==> config.mk <==
export PLATFORM = sky130hd
export DESIGN_NAME = mult_product_accumulator
export DESIGN_NICKNAME = d
export VERILOG_FILES = /design/src/rtl/mult_product_accumulator.sv
export SDC_FILE = /design/constraint.sdc
export NUM_CORES = 1
export LEC_CHECK = 0
export ABC_AREA = 1
export CORE_ASPECT_RATIO = 1.2
export CORE_MARGIN = 2
export CORE_UTILIZATION = 45
export DETAILED_ROUTE_END_ITERATION = 8
export DONT_BUFFER_PORTS = 1
export PLACE_DENSITY = 0.62
export SYNTH_ARGS = -nofsm -noshare
export SYNTH_HDL_FRONTEND = slang
export SYNTH_SLANG_ARGS = --single-unit
==> constraint.sdc <==
create_clock -name clk -period 2.4 [get_ports clk]
set_input_delay 0.12 -clock clk [delete_from_list [all_inputs] [get_ports clk]]
set_output_delay 0.12 -clock clk [all_outputs]
set_load 0.02 [all_outputs]
==> src/rtl/mult_product_accumulator.sv <==
// mult_product_accumulator
// Sums groups of LEN consecutive products from pipelined_multiplier. Each
// group total is saturated at 2^ACC_W-1. A finished group goes into a
// one-entry output register that the consumer reads with a valid/ready
// handshake. The input stream is never stalled. If the output register is
// still occupied when a group finishes, that new group is discarded and the
// sticky drop_err flag is set.
//
// Ports:
//   clk, reset             rising-edge clock; synchronous active-high reset
//   in_valid, in_product   product stream from the multiplier
//   flush                  close the current partial group
//   out_ready              consumer accepts the output register
//   out_valid              out_sum/out_count/out_sat are valid
//   out_sum                saturated group sum
//   out_count              number of products in the emitted group
//   out_sat                the emitted group saturated
//   busy                   a partial group is in progress (registered)
//   drop_err               sticky: a completed group was discarded
module mult_product_accumulator #(
  parameter int unsigned PROD_W = 8,
  parameter int unsigned ACC_W  = 12,
  parameter int unsigned LEN    = 4,
  parameter int unsigned CNT_W  = 3
) (
  input  logic              clk,
  input  logic              reset,
  input  logic              in_valid,
  input  logic [PROD_W-1:0] in_product,
  input  logic              flush,
  input  logic              out_ready,
  output logic              out_valid,
  output logic [ACC_W-1:0]  out_sum,
  output logic [CNT_W-1:0]  out_count,
  output logic              out_sat,
  output logic              busy,
  output logic              drop_err
);

  localparam int unsigned      SUM_W   = ACC_W + 1;
  localparam logic [ACC_W-1:0] ACC_MAX = '1;
  localparam logic [CNT_W-1:0] LAST    = CNT_W'(LEN - 1);

  typedef enum logic {EMPTY, FULL} ostate_t;

  ostate_t          state, state_nxt;
  logic [ACC_W-1:0] acc;
  logic [CNT_W-1:0] count;
  logic             grp_sat;

  logic [SUM_W-1:0] sum_ext;
  logic [ACC_W-1:0] acc_upd;
  logic [CNT_W-1:0] cnt_upd;
  logic [CNT_W-1:0] cnt_nxt;
  logic             sat_upd;
  logic             close;
  logic             load;
  logic             drop;

  // Post-update view of the group, including this cycle's product if it is valid.
  // The sum is one bit wider than the accumulator so that overflow is visible in the top bit.
  always_comb begin
    sum_ext = SUM_W'(acc) + SUM_W'(in_product);
    acc_upd = acc;
    sat_upd = grp_sat;
    cnt_upd = count;
    if (in_valid) begin
      acc_upd = sum_ext[ACC_W] ? ACC_MAX : sum_ext[ACC_W-1:0];
      sat_upd = grp_sat | sum_ext[ACC_W];
      cnt_upd = count + CNT_W'(1);
    end
    close   = (in_valid && (count == LAST)) || (flush && (cnt_upd != '0));
    cnt_nxt = close ? '0 : cnt_upd;
  end

  // Output register control. A close while FULL is accepted only if the
  // current contents are being popped in the same cycle; otherwise the new group is dropped.
  always_comb begin
    state_nxt = state;
    load      = 1'b0;
    drop      = 1'b0;
    case (state)
      EMPTY: begin
        if (close) begin
          load      = 1'b1;
          state_nxt = FULL;
        end
      end
      FULL: begin
        if (close) begin
          if (out_ready) load = 1'b1;
          else           drop = 1'b1;
        end else if (out_ready) begin
          state_nxt = EMPTY;
        end
      end
      default: state_nxt = EMPTY;
    endcase
  end

  always_ff @(posedge clk) begin
    if (reset) begin
      state     <= EMPTY;
      acc       <= '0;
      count     <= '0;
      grp_sat   <= 1'b0;
      out_sum   <= '0;
      out_count <= '0;
      out_sat   <= 1'b0;
      busy      <= 1'b0;
      drop_err  <= 1'b0;
    end else begin
      state   <= state_nxt;
      acc     <= close ? '0 : acc_upd;
      grp_sat <= close ? 1'b0 : sat_upd;
      count   <= cnt_nxt;
      busy    <= (cnt_nxt != '0);
      if (load) begin
        out_sum   <= acc_upd;
        out_count <= cnt_upd;
        out_sat   <= sat_upd;
      end
      if (drop) drop_err <= 1'b1;
    end
  end

  // out_valid is decoded directly from the state flop.
  assign out_valid = (state == FULL);

endmodule

# After elaboration in Yosys (flattened, before gate mapping)
# Index checks and enable logic that the tools add are counted.
# op_classes
addsub,2
n_eq_ne,1
n_mux,14
bitwise_logic,2
reduce_logical,6
# op_table
operator,count
$mux 12,2
$add 12x8->13,1
$mux 1,8
$mux 3,2
$reduce_bool 3->1,2
$pmux 1 s2,2
$add 3x1->3 const B,1
$eq 3x2->1 const B,1
$logic_and 1x1->1,2
$reduce_or 2->1,1
$logic_or 1x1->1,1
$not 1->1,1
$or 1x1->1,1
# word_totals
ff_bits,35
input_bits,13
out_inout_bits,19
wordCells,34

# Longest topological paths before layout
# logic_depth
ltp_word,7
ltp_mapped,12
depth_no_buf,12

# Worst setup path before layout
# No wires, ideal clock.
# synth_path
path_type,register to register
startpoint,register acc[0]
endpoint,register out_sum[5]
setup_ps,119
arrival_time_ps,1599
required_ps,2281
slack_ps,682
stages_incl_launch_ff,11
n_path_buf,0
synth_period_minus_slack_ps,1718
path_cell_list,dfxtp_1 -> ha_1 -> fa_1 -> nand3_1 -> nand2_1 -> nand3_1 -> nand2_1 -> nor2_2 -> nand2_1 -> nand2_1 -> a21oi_1
# synth_via
elab_chain_len,3
# synth_rtl
item,line_no,rtl
start: declaration,47,logic [ACC_W-1:0] acc;
start signal: assignment,114,acc <= close ? '0 : acc_upd;
$add 12x8->13,63,sum_ext = SUM_W'(acc) + SUM_W'(in_product);
$mux 12,68,acc_upd = sum_ext[ACC_W] ? ACC_MAX : sum_ext[ACC_W-1:0];
$mux 12,67,if (in_valid) begin
end signal: assignment,119,out_sum <= acc_upd;
end: declaration,33,"output logic [ACC_W-1:0] out_sum,"
# Every way passes these cells.
# A chain may end at the register's enable or synchronous reset.

# Worst setup path in the final report
# layout_path
startpoint,register count[0]
endpoint,register out_count[0]
# layout_via
elab_chain_len,7
elab_cells_between_ends,10
classes_between,add/sub: 1; eq/ne: 1; mux: 4; reduce/logical: 4
# layout_rtl
item,line_no,rtl
start: declaration,48,logic [CNT_W-1:0] count;
start signal: assignment,116,count <= cnt_nxt;
$add 3x1->3,70,cnt_upd = count + CNT_W'(1);
$mux 3,67,
$reduce_bool 3->1,72,close = (in_valid && (count == LAST)) || (flush && (cnt_upd != '0));
$logic_and 1x1->1,72,
$logic_or 1x1->1,72,
"$mux 1, on equally long branches","90, 84",
$pmux 1 s2,82,case (state)
end signal: assignment,120,out_count <= cnt_upd;
end: declaration,34,"output logic [CNT_W-1:0] out_count,"
# Parallel ways exist; a longest one is shown, timed or not.

==> flow_summary.toml <==
[route]
drc_errors = 0
routedWlPerCell_um = 12.20
routed_wl_mm = 3.781
ant_nets = 0
topRoutingLayerUsed = "met4"
avgViaCountPerCell = 4.881
drtIter0Drc = 62
drt_pass1_iterations = 4
num_vias = 1513
met2_length_mm = 1.780
drt-met1-wl_mm = 1.683
dr_wl_met3_um = 254

[sta]
maxSlewViolCount = 0
fin_tns_setup_ps = 0
fin_crit_ps = 1958
finalSetupViolCount = 0
tightest_slew_ps = 440.2
finClkSkew_ps = 9.662
hold_violations = 0
maxSlewHeadroom_pct = 70.62
fin_crit_sh_pct = 81.58
rsz0062_at_grt = "false"
fmax_ghz = 0.5107

[clock_tree]
numCtsBuffers = 5
cts-htree-levels = 2
clk_root_buffer_cell = "clkbuf_8"
cts_sinks = 35
cts_setup_buffers = 0
cts-resized-gates = 0
cts_tree = "done"
cts_hold_buf = 1
clk_pin_slew_ps = 70
clk_path_buf_depth = 2
clk_latency_ps = 300

[synth]
synthDistinctLibCells = 33
synth_seq_cells = 35
synth_warnings = 0
synth_nets = 276
netlist_area_um2 = 1859
synth_top_cells_by_area = "dfxtp_1, nand2_1, ha_1"
ys_seq_area_share_pct = 37.69
synthCells = 252
synth_top_area_share_pct = 37.69
avgSynthCellArea_um2 = 7.378
synth_top_area_cell = "dfxtp_1"

[global_route]
gr-total-overflow = 0
antenna_found_initial = 0
grt_use_total_pct = 18.37
grt_pass1_vias = 1452
grt_max_degree = 21
grt_pass1_wl_mm = 6.630

[die]
die-height_um = 74.42
num_rows = 25
die_w_um = 62.68
num_io_pins = 32
core_um2 = 3941
fp.dieArea_um2 = 4664
initial_core_util_pct = 47.17

[cells_and_area]
fillCellCount = 426
layout.nets = 279
stdcell_area_um2 = 1994
final_layout_size_suffix_gt1_share_pct = 13.28
postLayoutCoreUtil_pct = 50.60
syn2layout_area_growth_pct = 7.268
diodes = 0

[placement]
globalplace.congestion = 0.7801
place_hpwl_mm = 2.859
place_area_um2 = 1884
io_buffers = 0

[setup_path]
reg2reg_depth = 10
worstReg2RegEnd = "out_count[0]$_SDFFE_PP0P_"
rr_startpoint = "count[0]$_SDFF_PP0_"
worstPathMaxFanout = 14
path_class = "reg2reg"
cp-start-kind = "register"
reg2reg_slack_ps = 440
cp_data_arrival_time_ps = 2180
cp-end-kind = "register"
cp.required_ps = 2620

[min_path]
worstHoldEndpoint = "acc[1]$_SDFF_PP0_"
hp-start = "in_valid"
hold_depth = 2
hp-class = "in2reg"

[outcome]
run_status = "completed"

[power_and_ir_drop]
power.leakage_nw = 0.9409
peakVddDrop_v = 0.0003898
power.density_nw_per_um2 = 703.3

[run]
maxCapViolations = 0
[area by class of cell]
type                       count  area [µm²]  share of cell area [%]
tap                           54       67.56                   3.388
multi-input combinational    184        1001                   50.19
clock buffer                   8       100.1                   5.019
timing repair buffer           3       25.02                   1.255
sequential                    35       700.7                   35.13
inverter                      26       100.1                   5.019
[cell usage in the layout, fill, tap and decap left out]
cell / n
nand3b_1: 2
nor2_1: 28
inv_1: 23
nor3_1: 1
a21boi_0: 1
o21ai_2: 1
dfxtp_1: 35
buf_4: 2
nand2_4: 2
nand3_2: 1
nand2_2: 5
o21ai_1: 15
a21oi_4: 1
nand4_1: 2
nand3_1: 13
fa_1: 1
o21ai_0: 3
ha_1: 10
xnor2_1: 3
nand2_1: 61
a31oi_1: 2
dlygate4sd3_1: 1
clkbuf_1: 1
o211a_1: 1
nor2_8: 1
o22ai_1: 1
nor3_2: 1
nor2_2: 4
inv_2: 2
or2_2: 6
clkbuf_8: 7
a21oi_1: 18
inv_4: 1
[sequential cells by signal, summed over array words and instances (netlist names)]
| register | flops |
|---|---|
| grp_sat | 1 |
| count | 3 |
| out_count | 3 |
| out_sat | 1 |
| acc | 12 |
| out_sum | 12 |
| busy | 1 |
| out_valid | 1 |
| drop_err | 1 |
[metrics by stage]
step	setup slack, ps	power (mW)	hold slack, ps	instances
finish	442.0	1.403	22.50	310
global route	231.0	1.485	25.70	310
CTS	421.2	1.414	13.94	310
detailed placement	434.9	0.9455	199.6	301
global placement	450.2	0.9440	194.4	301
floorplan	681.7	0.9087	192.4	252
[kinds of logic (layout without fill, tap and decap cells)]
family / count (synthesis) / in the layout / synth area share [%]
AOI/OAI and AO/OA: 43 / 43 / 12.99
xor gates and xnor gates: 3 / 3 / 1.413
adders and majority gates: 11 / 11 / 7.806
buffers and inverters: 33 / 37 / 8.479
DFF: 35 / 35 / 37.68
and+or+nand+nor: 127 / 127 / 31.63
[synth_stat cells, drive strengths merged]
master and count:
nand2 68, dfxtp 35, nor2 33, inv 26, a21oi 19, o21ai 19, nand3 14, ha 10
buf 6, or2 6, xnor2 3, a31oi 2, nand3b 2, nand4 2, nor3 2, a21boi 1
clkbuf 1, fa 1, o211a 1, o22ai 1
[report_power, final]
group | internal, mW | switching (mW) | leakage (nW)
sequential | 0.627 | 0.0675 | 0.288
combinational | 0.0932 | 0.148 | 0.602
clock | 0.262 | 0.206 | 0.0515
[critical path: stages, from the launching register on]
cell	delay (ps)
dfxtp_1	320
ha_1	200
ha_1	280
nand2_2	70
o21ai_2	70
nand3_2	110
nand2_4	70
a21oi_4	330
buf_4	230
o21ai_1	70
a21oi_1	140
[worst max path at each step]
| stage | startpoint | to | cells after the start |
|---|---|---|---|
| after floorplan | acc[0]$_SDFF_PP0_ | out_sum[5]$_SDFFE_PP0P_ | 10 |
| after global placement | acc[0]$_SDFF_PP0_ | out_sum[10]$_SDFFE_PP0P_ | 10 |
| after detailed placement | count[0]$_SDFF_PP0_ | out_sum[4]$_SDFFE_PP0P_ | 10 |
| after CTS | count[0]$_SDFF_PP0_ | out_sum[4]$_SDFFE_PP0P_ | 10 |
| after global routing | count[0]$_SDFF_PP0_ | out_sum[8]$_SDFFE_PP0P_ | 10 |
| final | count[0]$_SDFF_PP0_ | out_count[0]$_SDFFE_PP0P_ | 10 |
[per-layer routing]
layer  vias to the layer above  global-route usage (%)
li1                        816                       -
met1                       657                   22.15
met2                        35                   30.47
met3                         5                   5.900
met4                         0                   8.148
met5                         -                       0
No activity file was read; power rests on OpenSTA's default activity.
